## config.mk

```make
export PLATFORM = sky130hd
export DESIGN_NAME = dvsd_cmp_monitor
export DESIGN_NICKNAME = d
export VERILOG_FILES = /design/src/rtl/dvsd_cmp_pkg.sv /design/src/rtl/dvsd_cmp_monitor_counter.sv /design/src/rtl/dvsd_cmp_monitor.sv
export SDC_FILE = /design/constraint.sdc
export NUM_CORES = 1
export LEC_CHECK = 0
export ABC_AREA = 1
export CAP_MARGIN = 15
export CORE_ASPECT_RATIO = 2
export CORE_MARGIN = 5
export CORE_UTILIZATION = 40
export CTS_BUF_LIST = sky130_fd_sc_hd__clkbuf_8
export CTS_CLUSTER_DIAMETER = 150
export DETAILED_ROUTE_END_ITERATION = 12
export SLEW_MARGIN = 20
export SYNTH_ARGS = -nofsm -noshare
export SYNTH_HDL_FRONTEND = slang
export SYNTH_SLANG_ARGS = --single-unit
```

## constraint.sdc

```tcl
create_clock -name clk -period 2.67 [get_ports clk]
set_input_delay 0.4005 -clock clk [delete_from_list [all_inputs] [get_ports clk]]
set_output_delay 0.4005 -clock clk [all_outputs]
set_load 0.01 [all_outputs]
```

## src/rtl/dvsd_cmp_pkg.sv

```systemverilog
// Shared types for the comparator result monitor: FSM states,
// result codes and the flag classifier.
package dvsd_cmp_pkg;

    typedef enum logic [1:0] {
        IDLE,
        RUN,
        DONE
    } mon_state_t;

    typedef logic [1:0] res_t;

    localparam res_t RES_LT  = 2'd0;
    localparam res_t RES_EQ  = 2'd1;
    localparam res_t RES_GT  = 2'd2;
    localparam res_t RES_ERR = 2'd3;

    // Anything other than exactly one flag high is malformed.
    function automatic res_t classify(
        input logic lt,
        input logic eq,
        input logic gt
    );
        res_t r;
        unique case ({lt, eq, gt})
            3'b100:  r = RES_LT;
            3'b010:  r = RES_EQ;
            3'b001:  r = RES_GT;
            default: r = RES_ERR;
        endcase
        return r;
    endfunction

endpackage

```

## src/rtl/dvsd_cmp_monitor_counter.sv

```systemverilog
// Saturating up-counter with synchronous clear (clear wins over enable).
module dvsd_sat_counter #(
    parameter int CNT_W = 8
) (
    input  logic             clk,
    input  logic             rst_n,
    input  logic             clear,
    input  logic             en,
    output logic [CNT_W-1:0] count
);

    localparam logic [CNT_W-1:0] MAX = '1;

    always_ff @(posedge clk or negedge rst_n) begin
        if (!rst_n) begin
            count <= '0;
        end else if (clear) begin
            count <= '0;
        end else if (en && count != MAX) begin
            count <= count + CNT_W'(1);
        end
    end

endmodule

```

## src/rtl/dvsd_cmp_monitor.sv

```systemverilog
// Windowed tally of comparator flag results with one-cycle done pulse.
// Optional longest-run tracking via DVSD_CMP_MON_STREAK_EN.
module dvsd_cmp_monitor
    import dvsd_cmp_pkg::*;
#(
    parameter int CNT_W   = 8,
    parameter int WIN_LEN = 16
) (
    input  logic             clk,
    input  logic             rst_n,
    input  logic             start,
    input  logic             sample_valid,
    input  logic             less_than,
    input  logic             equal_to,
    input  logic             greater_than,
    output logic             busy,
    output logic             done,
    output logic [CNT_W-1:0] lt_count,
    output logic [CNT_W-1:0] eq_count,
    output logic [CNT_W-1:0] gt_count,
    output logic [CNT_W-1:0] err_count,
    output logic             onehot_err
`ifdef DVSD_CMP_MON_STREAK_EN
    ,
    output logic [CNT_W-1:0] max_streak
`endif
);

    localparam int WIN_W = $clog2(WIN_LEN + 1);
    localparam logic [WIN_W-1:0] WIN_END = WIN_W'(WIN_LEN);

    mon_state_t       state;
    mon_state_t       state_nxt;
    logic [WIN_W-1:0] win_cnt;
    logic             go;
    logic             take;
    logic             win_last;
    res_t             res;

    assign go       = (state == IDLE) && start;
    assign take     = (state == RUN) && sample_valid;
    assign res      = classify(less_than, equal_to, greater_than);
    assign win_last = take && (win_cnt + WIN_W'(1) == WIN_END);

    always_ff @(posedge clk or negedge rst_n) begin
        if (!rst_n) begin
            state <= IDLE;
        end else begin
            state <= state_nxt;
        end
    end

    always_comb begin
        state_nxt = state;
        busy      = 1'b0;
        done      = 1'b0;
        unique case (state)
            IDLE: begin
                if (start) state_nxt = RUN;
            end
            RUN: begin
                busy = 1'b1;
                if (win_last) state_nxt = DONE;
            end
            DONE: begin
                done      = 1'b1;
                state_nxt = IDLE;
            end
            default: state_nxt = IDLE;
        endcase
    end

    always_ff @(posedge clk or negedge rst_n) begin
        if (!rst_n) begin
            win_cnt    <= '0;
            onehot_err <= 1'b0;
        end else if (go) begin
            win_cnt    <= '0;
            onehot_err <= 1'b0;
        end else if (take) begin
            win_cnt <= win_cnt + WIN_W'(1);
            if (res == RES_ERR) onehot_err <= 1'b1;
        end
    end

    dvsd_sat_counter #(.CNT_W(CNT_W)) u_lt (
        .clk(clk), .rst_n(rst_n), .clear(go),
        .en(take && res == RES_LT), .count(lt_count)
    );

    dvsd_sat_counter #(.CNT_W(CNT_W)) u_eq (
        .clk(clk), .rst_n(rst_n), .clear(go),
        .en(take && res == RES_EQ), .count(eq_count)
    );

    dvsd_sat_counter #(.CNT_W(CNT_W)) u_gt (
        .clk(clk), .rst_n(rst_n), .clear(go),
        .en(take && res == RES_GT), .count(gt_count)
    );

    dvsd_sat_counter #(.CNT_W(CNT_W)) u_err (
        .clk(clk), .rst_n(rst_n), .clear(go),
        .en(take && res == RES_ERR), .count(err_count)
    );

`ifdef DVSD_CMP_MON_STREAK_EN
    logic [CNT_W-1:0] cur;
    logic [CNT_W-1:0] cur_nxt;
    res_t             prev_res;

    always_comb begin
        cur_nxt = CNT_W'(1);
        if (res == RES_ERR) begin
            cur_nxt = '0;
        end else if (res == prev_res && cur != '0) begin
            cur_nxt = (cur == '1) ? cur : cur + CNT_W'(1);
        end
    end

    always_ff @(posedge clk or negedge rst_n) begin
        if (!rst_n) begin
            cur      <= '0;
            prev_res <= RES_ERR;
        end else if (go) begin
            cur      <= '0;
            prev_res <= RES_ERR;
        end else if (take) begin
            cur      <= cur_nxt;
            prev_res <= res;
        end
    end

    // The running streak never exceeds the max by more than one,
    // so the max only ever needs to step up by one.
    dvsd_sat_counter #(.CNT_W(CNT_W)) u_streak (
        .clk(clk), .rst_n(rst_n), .clear(go),
        .en(take && cur_nxt > max_streak), .count(max_streak)
    );
`endif

endmodule

```

==> flow_summary.toml <==
[logic_synthesis]
syn_inst = 337
yosysWarnings = 0
synth_edf_count = 0
yosys.cell_types.count = 25
ys_dominant_reg_cell = "dfrtp_1"
synth_compound_area_frac = 0.0323
ys_seq_area_frac = 0.403
synth_nets = 350
synth.cell_area_um2 = 2480
synth.avg_cell_area_um2 = 7.37
synthSimpleGateAreaFrac = 0.411
yosys.area_share.xor_xnor = 0.0459
synth_mux_area_frac = 0
async_reset_ff_frac = 1.00
synth_fa_ha_area_frac = 0.0302
synth_top_family_by_area = "simple AND/OR/NAND/NOR gates"
ys_seq_elements = 40

[clocking]
clk_latency_ps = 300
cts_buffers = 5
cts_buffer_depth = 2
htreeDepth = 2
holdBufCountCts = 0
cts-root-buf = "clkbuf_8"
post_cts_buffers = 0
clkSinkCount = 40
cts_tree = "done"
clk_pin_slew_worst_paths_ps = 70
ctsResizeCount = 0

[global_route]
globalRoute.busiestLayer = "met2"
use_met3 = 0.0361
antenna_found_initial = 0
grtUsageMet2 = 0.284
grt_max_degree = 41
met1_usage = 0.175
overflow = 0
grt_pass1_wl_mm = 9.97
grt_pass1_vias = 2231
gr-usage-all-layers = 0.160

[sta]
maxSlewHeadroom = 0.380
clock_skew_ps = 6.53
hold_viol = 0
rsz0062_at_grt = "no"
post-route-period-util = 0.720
max_freq_mhz = 520
period_minus_slack_ps = 1920
report.final.slew_viol_count = 0
setup_viol = 0
worstMarginPinSlew_ps = 930
fin_tns_setup_ps = 0

[drt]
wl_per_cell_um = 13.0
wl_mm = 5.77
vias = 2242
drtAntennaViolNets = 0
drtIter0Drc = 159
drc = 0
viasPerCell = 5.04
drt_pass1_iterations = 4

[place]
io_buffers = 41
gp_congestion = 0.837
dpl_cell_area_um2 = 2940
hpwlAfterDp_mm = 4.23

[floorplanning]
die_area_um2 = 7980
core_um2 = 6010
die_width_um = 65.7
start_util = 0.413
fp.dieH_um = 121
io_pins = 42
rows = 40

[critical_path]
worstPathArrival_ps = 1520
end_kind = "output pin"
required_ps = 2270
slowest_stage = "clkdlybuf4s50_1"
crit_top_cell = "inv_1"
cp_cell_sequence = "inv_1 -> nand2_1 -> inv_1 -> clkdlybuf4s50_1"
worstSetupPathType = "reg -> out"
start_kind = "flop"
critPathMaxFanout = 3
crit_path_max_incr_delay_ps = 530

[status]
outcome = "complete, no violations"

[finish]
fin_area_um2 = 3030
nNetsFinal = 394
diodes = 0
area.growth.synth_to_final_pct = 22.1
drive_gt1_frac = 0.0969

[power]
power_density_nw_per_um2 = 664
peakVddDrop_v = 0.000340
power.leakage_uw = 0.00155

[min_path]
min-delay-path-class = "in -> async"

[flow_run]
maxCapViolCount = 0
path summary, 6_finish.rpt:
path | start | endpoint | slack, ps | cells after the start
min in group clk | onehot_err | onehot_err | 510 | 2
max in group asynchronous | rst_n | u_gt.count[6] | 1850 | 1
worst max register to register | state[0] | u_gt.count[3] | 1150 | 6
worst min register to register | onehot_err | onehot_err | 510 | 2
worst min-delay path | rst_n | win_cnt[2] | 240 | 1
worst max-delay path | state[1] | busy | 750 | 4
cell usage after synthesis, types with 4 or more instances:
cell type  number  share of area
dfrtp_1        40           0.40
ha_1            6          0.030
inv_1          37          0.056
nand2_1       111           0.17
nand2_2         5          0.013
nand2_4         5          0.023
nand3_1        42          0.085
nand4_1        12          0.030
nor2_1         28          0.042
nor2_2          6          0.015
o21ai_0         6          0.012
o21ai_1         5          0.010
or2_2           4          0.010
xor2_1         12          0.042
registers in the layout, indices dropped and copies added, names as in the netlist:
signal / count
u_err.count: 8
u_lt.count: 8
state: 2
onehot_err: 1
u_eq.count: 8
u_gt.count: 8
win_cnt: 5
metrics by stage:
| stage | setup WS, ps | std cells | hold WS, ps | power, µW | util |
|---|---|---|---|---|---|
| floorplan | 1310 | 337 | 105 | 1310 | - |
| global placement | 869 | 437 | 512 | 1610 | 0.490 |
| detailed placement | 844 | 437 | 494 | 1620 | 0.490 |
| CTS | 700 | 445 | 260 | 2050 | 0.505 |
| global route | 633 | 445 | 309 | 2180 | 0.505 |
| finish | 747 | 445 | 237 | 2010 | 0.505 |
layer usage:
metal / vias up / wire length, µm / share of wire
met2: 38 / 3140 / 0.54
met3: 12 / 163 / 0.028
met1: 1039 / 2310 / 0.40
li1: 1153 / - / -
met5: - / 0 / 0
met4: 0 / 153 / 0.027
cells by family (layout without fill, tap and decap cells):
group,after synthesis,in the layout
and+or+nand+nor,218,218
DFF,40,40
adders and majority gates,6,6
buffers and inverters,46,91
xor gates and xnor gates,13,13
AOI/OAI and AO/OA,14,14
critical path, delay by kind of cell, from the launching register on:
kind	cells	cell delay (ps)
buffers and inverters	3	740
AND/OR/NAND/NOR	1	100
flip-flops	1	390
placed cells by master, fill, tap and decap left out, types with 5 or more instances in the layout:
cell and instances:
clkbuf_8 6, clkdlybuf4s50_1 40, dfrtp_1 40, ha_1 6, inv_1 39, nand2_1 111
nand2_2 5, nand2_4 5, nand3_1 42, nand4_1 12, nor2_1 28, nor2_2 6
o21ai_0 6, o21ai_1 5, xor2_1 12
where the power goes:
group / total (µW) / switching [µW] / internal [µW]
Sequential: 888 / 155 / 734
Clock: 414 / 211 / 203
Combinational: 709 / 378 / 331
layout make-up:
type / instances / area, µm²
Fill cell: 594 / 2980
Multi-Input combinational cell: 251 / 1290
Sequential cell: 40 / 1000
Timing Repair Buffer: 41 / 405
Inverter: 42 / 165
Clock buffer: 6 / 82.6
Tap cell: 63 / 78.8
Clock inverter: 2 / 7.51
Power figures use the tool's default switching activity.
